## src/rtl/mac_serial.sv

```systemverilog
// mac_serial
// Serial signed multiply-accumulate. N_TERMS (operand, weight) pairs are
// accepted one per handshake, each product X*peso is summed into a 10-bit
// signed accumulator, and the completed dot product is presented on S with
// a valid/ready handshake.
//
// Parameters:
//   N_TERMS   pairs per result, legal range 1..7 (default 3)
// Ports:
//   clk       rising-edge clock
//   rst       synchronous, active-high reset
//   in_valid  X/peso pair offered this cycle
//   in_ready  block can accept a pair this cycle (NOT out_valid)
//   X         signed 4-bit operand
//   peso      signed 4-bit weight
//   S         signed 10-bit completed dot product (held until overwritten)
//   out_valid S holds a completed result
//   out_ready consumer takes S this cycle
//   term_cnt  pairs accepted so far in the current result
module mac_serial #(
    parameter int N_TERMS = 3
) (
    input  logic              clk,
    input  logic              rst,
    input  logic              in_valid,
    output logic              in_ready,
    input  logic signed [3:0] X,
    input  logic signed [3:0] peso,
    output logic signed [9:0] S,
    output logic              out_valid,
    input  logic              out_ready,
    output logic [2:0]        term_cnt
);

    typedef enum logic [1:0] {
        IDLE = 2'd0,
        ACC  = 2'd1,
        DONE = 2'd2
    } state_t;

    // Count value held while waiting for the final pair of a result.
    localparam logic [2:0] LAST_CNT = 3'(N_TERMS - 1);

    // Full signed product, sign-extended to accumulator width. Both operands
    // are widened first so the 10-bit multiply is exact (|product| <= 64).
    function automatic logic signed [9:0] mul_ext(
        input logic signed [3:0] a,
        input logic signed [3:0] b
    );
        logic signed [9:0] a_w;
        logic signed [9:0] b_w;
        a_w = {{6{a[3]}}, a};
        b_w = {{6{b[3]}}, b};
        return a_w * b_w;
    endfunction

    state_t            state_r;
    logic signed [9:0] acc_r;
    logic [2:0]        cnt_r;
    logic signed [9:0] s_r;
    logic              out_valid_r;

    logic              accept_s;
    logic signed [9:0] prod_s;
    logic signed [9:0] sum_s;

    // Handshake and datapath terms for the current cycle.
    always_comb begin
        accept_s = in_valid & ~out_valid_r;
        prod_s   = mul_ext(X, peso);
        sum_s    = acc_r + prod_s;
    end

    // Control state machine with accumulator, result and count registers.
    always_ff @(posedge clk) begin
        if (rst) begin
            state_r     <= IDLE;
            acc_r       <= 10'sd0;
            cnt_r       <= 3'd0;
            s_r         <= 10'sd0;
            out_valid_r <= 1'b0;
        end else begin
            case (state_r)
                IDLE: begin
                    if (accept_s) begin
                        if (N_TERMS == 1) begin
                            // Single-term result completes on the first pair.
                            s_r         <= prod_s;
                            out_valid_r <= 1'b1;
                            acc_r       <= 10'sd0;
                            cnt_r       <= 3'd0;
                            state_r     <= DONE;
                        end else begin
                            acc_r   <= prod_s;
                            cnt_r   <= 3'd1;
                            state_r <= ACC;
                        end
                    end else begin
                        state_r <= IDLE;
                    end
                end
                ACC: begin
                    if (accept_s) begin
                        if (cnt_r == LAST_CNT) begin
                            // Final pair: publish the sum and clear for the
                            // next result so IDLE always starts from zero.
                            s_r         <= sum_s;
                            out_valid_r <= 1'b1;
                            acc_r       <= 10'sd0;
                            cnt_r       <= 3'd0;
                            state_r     <= DONE;
                        end else begin
                            acc_r <= sum_s;
                            cnt_r <= cnt_r + 3'd1;
                        end
                    end else begin
                        state_r <= ACC;
                    end
                end
                DONE: begin
                    // in_ready is low here, so no pair can be taken in the
                    // same cycle the result is consumed.
                    if (out_ready) begin
                        out_valid_r <= 1'b0;
                        state_r     <= IDLE;
                    end else begin
                        state_r <= DONE;
                    end
                end
                default: begin
                    state_r     <= IDLE;
                    acc_r       <= 10'sd0;
                    cnt_r       <= 3'd0;
                    out_valid_r <= 1'b0;
                end
            endcase
        end
    end

    assign in_ready  = ~out_valid_r;
    assign S         = s_r;
    assign out_valid = out_valid_r;
    assign term_cnt  = cnt_r;

endmodule

```

## config.mk

```make
export PLATFORM = sky130hd
export DESIGN_NAME = mac_serial
export DESIGN_NICKNAME = d
export VERILOG_FILES = /design/src/rtl/mac_serial.sv
export SDC_FILE = /design/constraint.sdc
export NUM_CORES = 1
export LEC_CHECK = 0
export CORE_ASPECT_RATIO = 0.6
export CORE_MARGIN = 2
export CORE_UTILIZATION = 40
export DETAILED_ROUTE_END_ITERATION = 16
export GPL_ROUTABILITY_DRIVEN = 0
export PLACE_DENSITY = 0.66
export SLEW_MARGIN = 20
export SYNTH_ARGS = -nofsm -noshare
export SYNTH_HDL_FRONTEND = slang
export SYNTH_SLANG_ARGS = --single-unit
```

## constraint.sdc

```tcl
create_clock -name clk -period 12.4 [get_ports clk]
set_input_delay 1.24 -clock clk [delete_from_list [all_inputs] [get_ports clk]]
set_output_delay 1.24 -clock clk [all_outputs]
set_load 0.05 [all_outputs]
```

# ---- Word level (Yosys, flattened, before mapping)
# Cells that the tools add are included.
dict set report word_totals {
  ff_bits 26
  input_bits 12
  out_inout_bits 15
}
dict set report classes {
  n_reduce_logical 4
  add_sub_neg 2
  bitwise_logic 4
  eq_ne 8
  mul 1
  mux 17
}
# cell count
set op_table {}
lappend op_table {{$mux W10} 3}
lappend op_table {{$pmux W10 S3} 1}
lappend op_table {{$add A10 B8 Y10} 1}
lappend op_table {{$mux W3} 3}
lappend op_table {{$pmux W3 S3} 1}
lappend op_table {{$mul A4 B4 Y8} 1}
lappend op_table {{$ne A2 B2 Y1 const B} 4}
lappend op_table {{$mux W2} 3}
lappend op_table {{$pmux W2 S3} 1}
lappend op_table {{$reduce_and A3 Y1} 2}
lappend op_table {{$mux W1} 4}
lappend op_table {{$reduce_and A4 Y1} 1}
lappend op_table {{$add A3 B1 Y3 const B} 1}
lappend op_table {{$eq A3 B2 Y1 const B} 1}
lappend op_table {{$ne A3 B3 Y1 const B} 1}
lappend op_table {{$not A1 Y1} 3}
lappend op_table {{$pmux W1 S3} 1}
lappend op_table {{$eq A2 B1 Y1 const B} 1}
lappend op_table {{$eq A2 B2 Y1 const B} 1}
lappend op_table {{$logic_not A2 Y1} 1}
lappend op_table {{$and A1 B1 Y1} 1}

# ---- Longest topological paths before layout
# Gate-level depths: netlist of run 1.
dict set report depth {
  ltp_word 5
  depth_mapped 17
}

# ---- Worst setup path after synthesis of run 1
# Ideal clock, no wire load.
dict set report synth_timing {
  path_type {input-to-reg}
  from {input X[0]}
  to {register s_r[9] (netlist: S[9])}
  stages 16
  setup_ps 86
  setup_slack_ps 6900
  t_arrival_ps 5415
  n_path_buf 0
  path_cell_list {nand2b_1 fa_1 fa_1 fa_1 inv_1 ha_1 fa_1 a21o_1 a21oi_1 xnor3_2 ha_1 and3_1 a31oi_1 o21ai_0 xnor2_1 a211oi_1}
}
dict set report synth_via {
  elab_chain_cells 2
}
# element line
set synth_rtl {}
lappend synth_rtl {{start: declaration} 27} ;# input logic signed [3:0] X,
lappend synth_rtl {{$mul A4 B4 Y8} 54} ;# return a_w * b_w;
lappend synth_rtl {{$add A10 B8 Y10} 71} ;# sum_s = acc_r + prod_s;
lappend synth_rtl {{end signal: assignment} 88} ;# s_r <= prod_s;
lappend synth_rtl {{end signal: assignment} 107} ;# s_r <= sum_s;
lappend synth_rtl {{end: declaration} 60} ;# logic signed [9:0] s_r;
# Every way passes these cells.
# A chain may end at the register's enable or synchronous reset.

# ---- Final worst setup path of run 1
# Same ends and word-level chain as after synthesis.

==> impl_metrics.yaml, run 1 <==
floorplan:
  core_um2: 4980
  die_x_um: 96.3
  fp.dieArea_um2: 5710
  row_count: 20
  io_pins: 27
  die_y_um: 59.4
  start_util_pct: 41.0
global_route:
  overflow: 0
  grt_use_total_pct: 17.2
  use_met2_pct: 24.7
  grtUsageMet3_pct: 3.44
  grt_first_pass_wirelength_um: 7680
  met1_usage_pct: 27.3
  grt_max_degree: 31
  grt_pass1_vias: 1596
  antenna_found_initial: 0
  grt_busiest_layer: "met1"
placement:
  dp_cells: 326
  hpwl_um: 3470
  dpl_cell_area_um2: 2350
  port_buffers: 26
sta:
  worst_pin_slew_ns: 1.06
  post-route-period-util_pct: 47.8
  grt_setup_unrepaired: "no"
  finalMaxSlewViolations: 0
  fin_setup_tns_ns: 0
  fin_skew_ns: 0.00909
  clock.fmax_mhz: 169
  min_period_ns: 5.92
  hold_viol: 0
  setup_viol: 0
  slew_headroom_pct: 29.3
synth:
  async_reset_ff_share_pct: 0
  syn_area_per_cell_um2: 8.41
  synthCells: 243
  syn_area_um2: 2040
  syn_nets: 286
  synth_edf_count: 0
  synth_seq_cells: 26
  ys_seq_area_share_pct: 25.5
  yosys_warnings: 0
  synth_cell_types: 44
  synth_top_flop_cell: "dfxtp_1"
pwr:
  powerDensity_nw_per_um2: 131
  clkPwrFrac_pct: 15.3
  ir_drop_mv: 0.0652
  switching_power_mw: 0.125
  intPower_mw: 0.187
  p_leak_nw: 0.976
  swShare_pct: 40.1
  p_seq_share_pct: 31.0
  power.share.combinational_pct: 53.7
setup_path:
  cp_slowest_cell: "fa_1"
  critPathLaunchType: "input pin"
  crit_top_cell: "fa_1"
  critPathCaptureType: "flop"
  path_buf_inv: 2
  cp.required_ns: 12.59
  critPathMaxFanout: 6
  critPathTopFamily: "adder cells"
  critPathKind: "input pin to flop"
  crit_chain: "clkdlybuf4s50_1 > nand2b_1 > fa_1 > fa_1 > fa_1 > inv_1 > ha_1 > fa_1 > a21o_1 > a21oi_1 > xnor3_2 > ha_1 > and3_1 > a31oi_1 > o21ai_0 > xnor2_1 > a211oi_1"
  max_stage_delay_ns: 0.56
  cp.arrival_ns: 6.11
cells_and_area:
  layout.cells.non_filler: 329
  final_cell_mix: "dfxtp_1 (26), clkdlybuf4s50_1 (25), nand2_1 (22), a21oi_1 (22)"
  fin_nets: 308
  stdcell_area_um2: 2390
  drive_gt1_share_pct: 2.66
  antennaDiodeCount: 0
  layout_commonest_cell: "dfxtp_1"
  syn2layout_area_growth_pct: 16.8
cts:
  cts_buffer_depth: 2
  cts_buffers: 3
  clock_latency_ns: 0.27
  clock_sinks: 26
  htreeDepth: 1
  cts-resized-gates: 0
  clock-root-buffer: "clkbuf_8"
  cts_tree: "built"
  post_cts_buffers: 0
  cts_hold_buf: 0
  clk_pin_slew_ns: 0.09
route:
  drt-initial-drc-count: 66
  drc: 0
  viasPerCell: 5.28
  drt_pass1_iterations: 4
  num_vias: 1736
  drt_wl_total_um: 4510
  wl_per_cell_um: 13.7
  ant_nets: 0
run_status:
  outcome: "complete, no violations"
run:
  max_cap_viol_count: 0
min_path:
  min_path_type: "flop to flop"
## flip-flops by register name, summed over array words and instances (netlist names)
signal	flops
acc_r	10
state_r	2
out_valid	1
S	10
term_cnt	3
## synth_stat cells, drive strengths merged, types with 2 or more instances
cell | n | area (um^2)
a211oi | 5 | 37.5
a21o | 4 | 30.0
a21oi | 22 | 110
a22o | 4 | 35.0
a22oi | 8 | 60.1
a31oi | 2 | 12.5
and2 | 9 | 56.3
and3 | 2 | 13.8
buf | 2 | 10.0
clkbuf | 7 | 26.3
dfxtp | 26 | 521
fa | 10 | 200
ha | 21 | 263
inv | 14 | 52.6
nand2 | 22 | 82.6
nand2b | 2 | 12.5
nand3 | 6 | 30.0
nor2 | 21 | 78.8
nor2b | 4 | 25.0
nor3 | 4 | 20.0
nor3b | 4 | 35.0
o211ai | 2 | 15.0
o21ai | 14 | 70.1
or3 | 2 | 12.5
xnor2 | 8 | 70.1
xor2 | 3 | 26.3
## cell families after synthesis
group	Yosys count	share of synthesized area, %
adders and majority gates	31	22.7
and+or+nand+nor	81	19.7
AOI/OAI and AO/OA	69	21.4
buffers and inverters	23	4.35
muxes	1	0.490
xor gates and xnor gates	12	5.88
DFF	26	25.5
## per-stage QoR
stage	power [mW]	util, %	setup WS, ns	hold WS, ns
after global placement	0.263	47.2	6.27	0.446
after detailed placement	0.265	47.2	6.19	0.453
after CTS	0.314	48.0	6.47	0.467
after floorplan	0.231	-	6.90	0.456
final	0.312	47.9	6.48	0.462
after global routing	0.341	47.9	6.21	0.488
## worst reg2reg max path, delay by kind of cell (launching register included)
family | cells | cell delay, ns
AO/OA/AOI/OAI | 2 | 0.69
flip-flops | 1 | 0.34
AND/OR/NAND/NOR | 3 | 1.84
## path summary, 6_finish.rpt
path	cells after the start	start	to	slack, ns
worst max-delay path	17	X[0]	S[9]$_SDFFE_PP0P_	6.48
worst min-delay path	2	S[0]$_SDFFE_PP0P_	S[0]$_SDFFE_PP0P_	0.46
worst max register to register	5	out_valid$_SDFFE_PP0P_	S[8]$_SDFFE_PP0P_	9.47
worst min register to register	2	S[0]$_SDFFE_PP0P_	S[0]$_SDFFE_PP0P_	0.46
## power by group through the flow
stage | Clock (mW) | Sequential (mW) | Combinational (mW)
finish | 0.0477 | 0.0968 | 0.168
detailed placement | 0 | 0.0986 | 0.166
floorplan | 0 | 0.0987 | 0.132
global placement | 0 | 0.0987 | 0.165
global route | 0.0525 | 0.0980 | 0.191
CTS | 0.0496 | 0.0968 | 0.167
## routing by layer
layer | vias to the layer above | share of wire [%]
met4 | 0 | 0.18
met2 | 31 | 39
li1 | 909 | -
met1 | 794 | 56
met3 | 2 | 5.0
met5 | - | 0
## layout make-up
type	instances	area [um^2]
tap	66	82.6
sequential	26	520
inverter	14	52.6
multi-input combinational	194	1430
timing repair buffer	26	255
fill	505	2590
clock buffer	3	41.3
No activity file was read; power rests on OpenSTA's default activity.
==> run 2, diff against run 1 <==
Clock period 12.4 ns to 5.83 ns, I/O delays scaled along.
==> run 2 against run 1 <==
Against the previous run: sequential share of layout area hardly changed; flip-flop and latch count stayed put; sequential power is 110% higher; non-clock buffer count did not move; setup slack got worse by 5.9 ns; hold slack hardly changed; largest cell class unchanged.
==> impl_metrics.yaml, run 2 (synthesis gave the netlist of run 1 again) <==
pwr:
  powerDensity_nw_per_um2: 276
  p_seq_share_pct: 31.2
  swShare_pct: 39.8
  power.share.combinational_pct: 53.2
  clkPwrFrac_pct: 15.5
  p_leak_nw: 0.976
  intPower_mw: 0.397
  switching_power_mw: 0.263
  ir_drop_mv: 0.147
cts:
  cts_buffer_depth: 2
  htreeDepth: 1
  cts_tree: "built"
  cts_buffers: 3
  clock_sinks: 26
  clock_latency_ns: 0.27
  cts-resized-gates: 0
  cts_hold_buf: 0
  post_cts_buffers: 0
  clk_pin_slew_ns: 0.09
  clock-root-buffer: "clkbuf_8"
sta:
  fin_setup_tns_ns: 0
  post-route-period-util_pct: 90.2
  grt_setup_unrepaired: "no"
  worst_pin_slew_ns: 1.05
  hold_viol: 0
  hold_ws_ns: 0.462
  finalMaxSlewViolations: 0
  slew_headroom_pct: 29.6
  worst_slack_ns: 0.573
  setup_viol: 0
  min_period_ns: 5.26
  fin_skew_ns: 0.00474
  clock.fmax_mhz: 190
cells_and_area:
  syn2layout_area_growth_pct: 17.0
  antennaDiodeCount: 0
  fin_nets: 308
  final_cell_mix: "dfxtp_1 (26), clkdlybuf4s50_1 (26), nand2_1 (22), a21oi_1 (22)"
  fillers: 502
  drive_gt1_share_pct: 2.28
global_route:
  grt_use_total_pct: 16.6
  antenna_found_initial: 0
  grt_max_degree: 31
  grt_first_pass_wirelength_um: 7390
  grt_pass1_vias: 1566
  overflow: 0
setup_path:
  cp.required_ns: 5.99
  crit_path_end: "S[8]$_SDFFE_PP0P_"
  critPathMaxFanout: 6
  critPathCaptureType: "flop"
  critPathLaunchType: "input pin"
  r2r-start: "out_valid$_SDFFE_PP0P_"
  worst_r2r_endpoint: "S[8]$_SDFFE_PP0P_"
  rr_worst_depth: 5
  crit_start: "X[0]"
  r2r_setup_slack_ns: 2.97
  critPathKind: "input pin to flop"
  cp.arrival_ns: 5.42
route:
  drc: 0
  ant_nets: 0
  drt_pass1_iterations: 4
  drt-initial-drc-count: 78
  num_vias: 1749
  wl_per_cell_um: 13.3
  drt_wl_total_um: 4390
  viasPerCell: 5.32
min_path:
  min_path_type: "flop to flop"
floorplan:
  die_x_um: 96.3
  die_y_um: 59.4
  start_util_pct: 41.0
  row_count: 20
  io_pins: 27
  fp.dieArea_um2: 5710
  core_um2: 4980
run:
  max_cap_viol_count: 0
placement:
  port_buffers: 26
  dp_slack_ns: 0.286
  hpwl_um: 3450
run_status:
  outcome: "complete, no violations"
-- run 2: cell count changes in the layout (fill, tap and decap cells not counted), sizes merged --
cell,before,now
buf,1,0
clkdlybuf4s50,25,26
-- run 2: area by class of cell --
type / instances / area (um^2) / area share, %
multi-input cells: 194 / 1430 / 60.0
flip-flops and latches: 26 / 520 / 21.8
inverters: 14 / 52.6 / 2.20
repair buffers: 26 / 260 / 10.9
clock buffers: 3 / 41.3 / 1.73
well taps: 66 / 82.6 / 3.45
-- run 2: worst min-delay path by stage --
stage | from | end | slack [ns] | cells after the start
after floorplan | acc_r[7]$_SDFFE_PP0P_ | acc_r[7]$_SDFFE_PP0P_ | 0.46 | 1
after global placement | S[0]$_SDFFE_PP0P_ | S[0]$_SDFFE_PP0P_ | 0.45 | 2
after detailed placement | S[7]$_SDFFE_PP0P_ | S[7]$_SDFFE_PP0P_ | 0.45 | 2
after CTS | S[7]$_SDFFE_PP0P_ | S[7]$_SDFFE_PP0P_ | 0.47 | 2
after global routing | S[7]$_SDFFE_PP0P_ | S[7]$_SDFFE_PP0P_ | 0.49 | 2
final | S[0]$_SDFFE_PP0P_ | S[0]$_SDFFE_PP0P_ | 0.46 | 2
-- run 2: through the flow --
| step | cell area, um^2 | cells | power (mW) | util, % |
|---|---|---|---|---|
| after floorplan | 2040 | 243 | 0.491 | - |
| after global placement | 2350 | 326 | 0.560 | 47.2 |
| after detailed placement | 2350 | 326 | 0.563 | 47.2 |
| after CTS | 2390 | 329 | 0.667 | 48.0 |
| after global routing | 2390 | 329 | 0.724 | 48.0 |
| final | 2390 | 329 | 0.660 | 48.0 |
-- run 2: power groups by stage --
stage          clock, mW  combinational [mW]  sequential (mW)
2_1_floorplan          0               0.281            0.210
3_3_place_gp           0               0.350            0.210
3_5_place_dp           0               0.353            0.210
4_1_cts            0.107               0.354            0.206
5_1_grt            0.114               0.401            0.209
6_report           0.103               0.352            0.206
-- run 2: worst max-delay path: stages --
cell	delay, ns
clkdlybuf4s50_1	0.44
nand2b_1	0.18
fa_1	0.56
fa_1	0.44
fa_1	0.51
inv_1	0.04
ha_1	0.21
fa_1	0.41
a21o_1	0.20
a21oi_1	0.14
xnor3_2	0.51
ha_1	0.37
a21oi_1	0.28
a2111oi_0	0.16
a311o_1	0.38
-- run 2: routing by layer --
layer,routed length [um],GRT usage [%]
met1,2440,26.7
met2,1720,23.2
met3,225,3.82
met4,0,0.612
met5,0,0
==> run 3, diff against run 2 <==
==> constraint.sdc (replaced) <==
create_clock -name clk -period 5.83 [get_ports clk]
set_input_delay 0.8745 -clock clk [delete_from_list [all_inputs] [get_ports clk]]
set_output_delay 0.8745 -clock clk [all_outputs]
set_load 0.05 [all_outputs]
==> run 3 against run 2 <==
Against the previous run: sequential power about the same; largest cell class unchanged; global-route usage up 0.76 points; clock skew up 0.0079 ns; die area unchanged; cell area up 1.6%.
==> impl_metrics.yaml, run 3 (synthesis gave the netlist of run 1 again) <==
pwr:
  p_leak_nw: 1.00
  powerDensity_nw_per_um2: 289
  ir_drop_mv: 0.130
cts:
  clock_sinks: 26
  post_cts_buffers: 0
  clk_pin_slew_ns: 0.10
  cts_tree: "built"
  cts_buffers: 3
  cts_hold_buf: 0
  cts_buffer_depth: 2
  htreeDepth: 1
  clock-root-buffer: "clkbuf_8"
  clock_latency_ns: 0.28
  cts-resized-gates: 0
setup_path:
  max_stage_delay_ns: 0.57
  worst_r2r_endpoint: "S[8]$_SDFFE_PP0P_"
  critPathCaptureType: "flop"
  crit_chain: "clkdlybuf4s50_1 > nand2b_1 > fa_1 > fa_1 > fa_1 > inv_1 > ha_1 > fa_1 > a21o_1 > a21oi_1 > xnor3_2 > ha_1 > o211ai_1 > a2111oi_0 > a311o_1"
  r2r-start: "acc_r[0]$_SDFFE_PP0P_"
  cp_slowest_cell: "fa_1"
  cp.arrival_ns: 5.78
  cp.required_ns: 6.06
  critPathKind: "input pin to flop"
  crit_top_cell: "fa_1"
  rr_worst_depth: 9
  critPathMaxFanout: 5
  critPathLaunchType: "input pin"
  path_buf_inv: 2
  r2r_setup_slack_ns: 3.41
  critPathTopFamily: "adder cells"
sta:
  setup_viol: 0
  finalMaxSlewViolations: 0
  grt_setup_unrepaired: "no"
  post-route-period-util_pct: 95.2
  slew_headroom_pct: 41.6
  min_period_ns: 5.55
  worst_pin_slew_ns: 0.876
  clock.fmax_mhz: 180
  hold_viol: 0
  hold_ws_ns: 0.458
  fin_skew_ns: 0.0126
global_route:
  grtUsageMet3_pct: 3.94
  grt_busiest_layer: "met1"
  grt_pass1_vias: 1627
  use_met2_pct: 24.5
  grt_first_pass_wirelength_um: 7620
  grt_use_total_pct: 17.3
  overflow: 0
  met1_usage_pct: 27.6
  antenna_found_initial: 0
  grt_max_degree: 31
placement:
  dpl_cell_area_um2: 2380
  dp_cells: 330
  port_buffers: 26
  hpwl_um: 3590
cells_and_area:
  layout_commonest_cell: "dfxtp_1"
  layout.cells.non_filler: 334
  fillers: 495
  fin_nets: 312
  drive_gt1_share_pct: 4.48
  stdcell_area_um2: 2430
  syn2layout_area_growth_pct: 18.9
  final_cell_mix: "dfxtp_1 (26), clkdlybuf4s50_1 (25), nand2_1 (22), a21oi_1 (22)"
  final_util_pct: 48.8
  antennaDiodeCount: 0
min_path:
  min_path_type: "flop to flop"
  hp-start: "S[0]$_SDFFE_PP0P_"
  min_path_cells: 2
  hold_end: "S[0]$_SDFFE_PP0P_"
route:
  drc: 0
  drt_wl_total_um: 4540
  drt_pass1_iterations: 5
  drt-initial-drc-count: 106
  wl_per_cell_um: 13.6
  ant_nets: 0
  num_vias: 1750
  viasPerCell: 5.24
floorplan:
  io_pins: 27
  row_count: 20
  start_util_pct: 41.0
  die_y_um: 59.4
  fp.dieArea_um2: 5710
  core_um2: 4980
  die_x_um: 96.3
run_status:
  outcome: "complete, no violations"
run:
  max_cap_viol_count: 0
==> run 3: cell types whose count changed in the layout (fill, tap and decap cells not counted), sizes merged <==
| cell | before | now |
|---|---|---|
| buf | 0 | 5 |
| clkbuf | 3 | 4 |
| clkdlybuf4s50 | 26 | 25 |
==> run 3: layout make-up <==
cell class	count	area, um^2	area share, %
multi-input combinational	194	1430	59.0
timing repair buffer	30	285	11.7
sequential	26	520	21.4
tap	66	82.6	3.40
inverter	14	52.6	2.16
clock buffer	4	55.1	2.27
==> run 3: where the power goes <==
part           switching (mW)  internal (mW)  total [mW]  leakage [nW]
sequential             0.0133          0.193       0.207         0.212
combinational           0.202          0.172       0.374         0.762
clock                  0.0605         0.0605       0.121        0.0288
total                   0.276          0.426       0.702          1.00
==> run 3: metrics by stage <==
step	setup slack, ns	setup TNS, ns	power (mW)
finish	0.282	0	0.702
global route	0.0641	0	0.768
CTS	0.262	0	0.705
detailed placement	-0.0243	-0.0243	0.584
global placement	0.133	0	0.578
floorplan	0.695	0	0.491
==> run 3: worst max-delay path by stage <==
stage,start,endpoint,slack (ns),cells after the start
3_3_place_gp,X[0],S[9]$_SDFFE_PP0P_,0.13,17
5_1_grt,X[0],S[8]$_SDFFE_PP0P_,0.06,15
4_1_cts,X[0],S[9]$_SDFFE_PP0P_,0.26,17
6_report,X[0],S[8]$_SDFFE_PP0P_,0.28,15
3_5_place_dp,X[0],S[9]$_SDFFE_PP0P_,-0.02,17
2_1_floorplan,X[0],S[9]$_SDFFE_PP0P_,0.70,16
==> run 3: layer usage <==
metal | wire [um] | part of all wire [%]
met5 | 0 | 0
met1 | 2510 | 55
met2 | 1800 | 40
met3 | 218 | 4.8
met4 | 8 | 0.18
==> run 3: tightest hold or removal path: stages (launching register included) <==
cell and delay [ns]:
dfxtp_1 0.32, nand2_1 0.05, a21oi_1 0.05
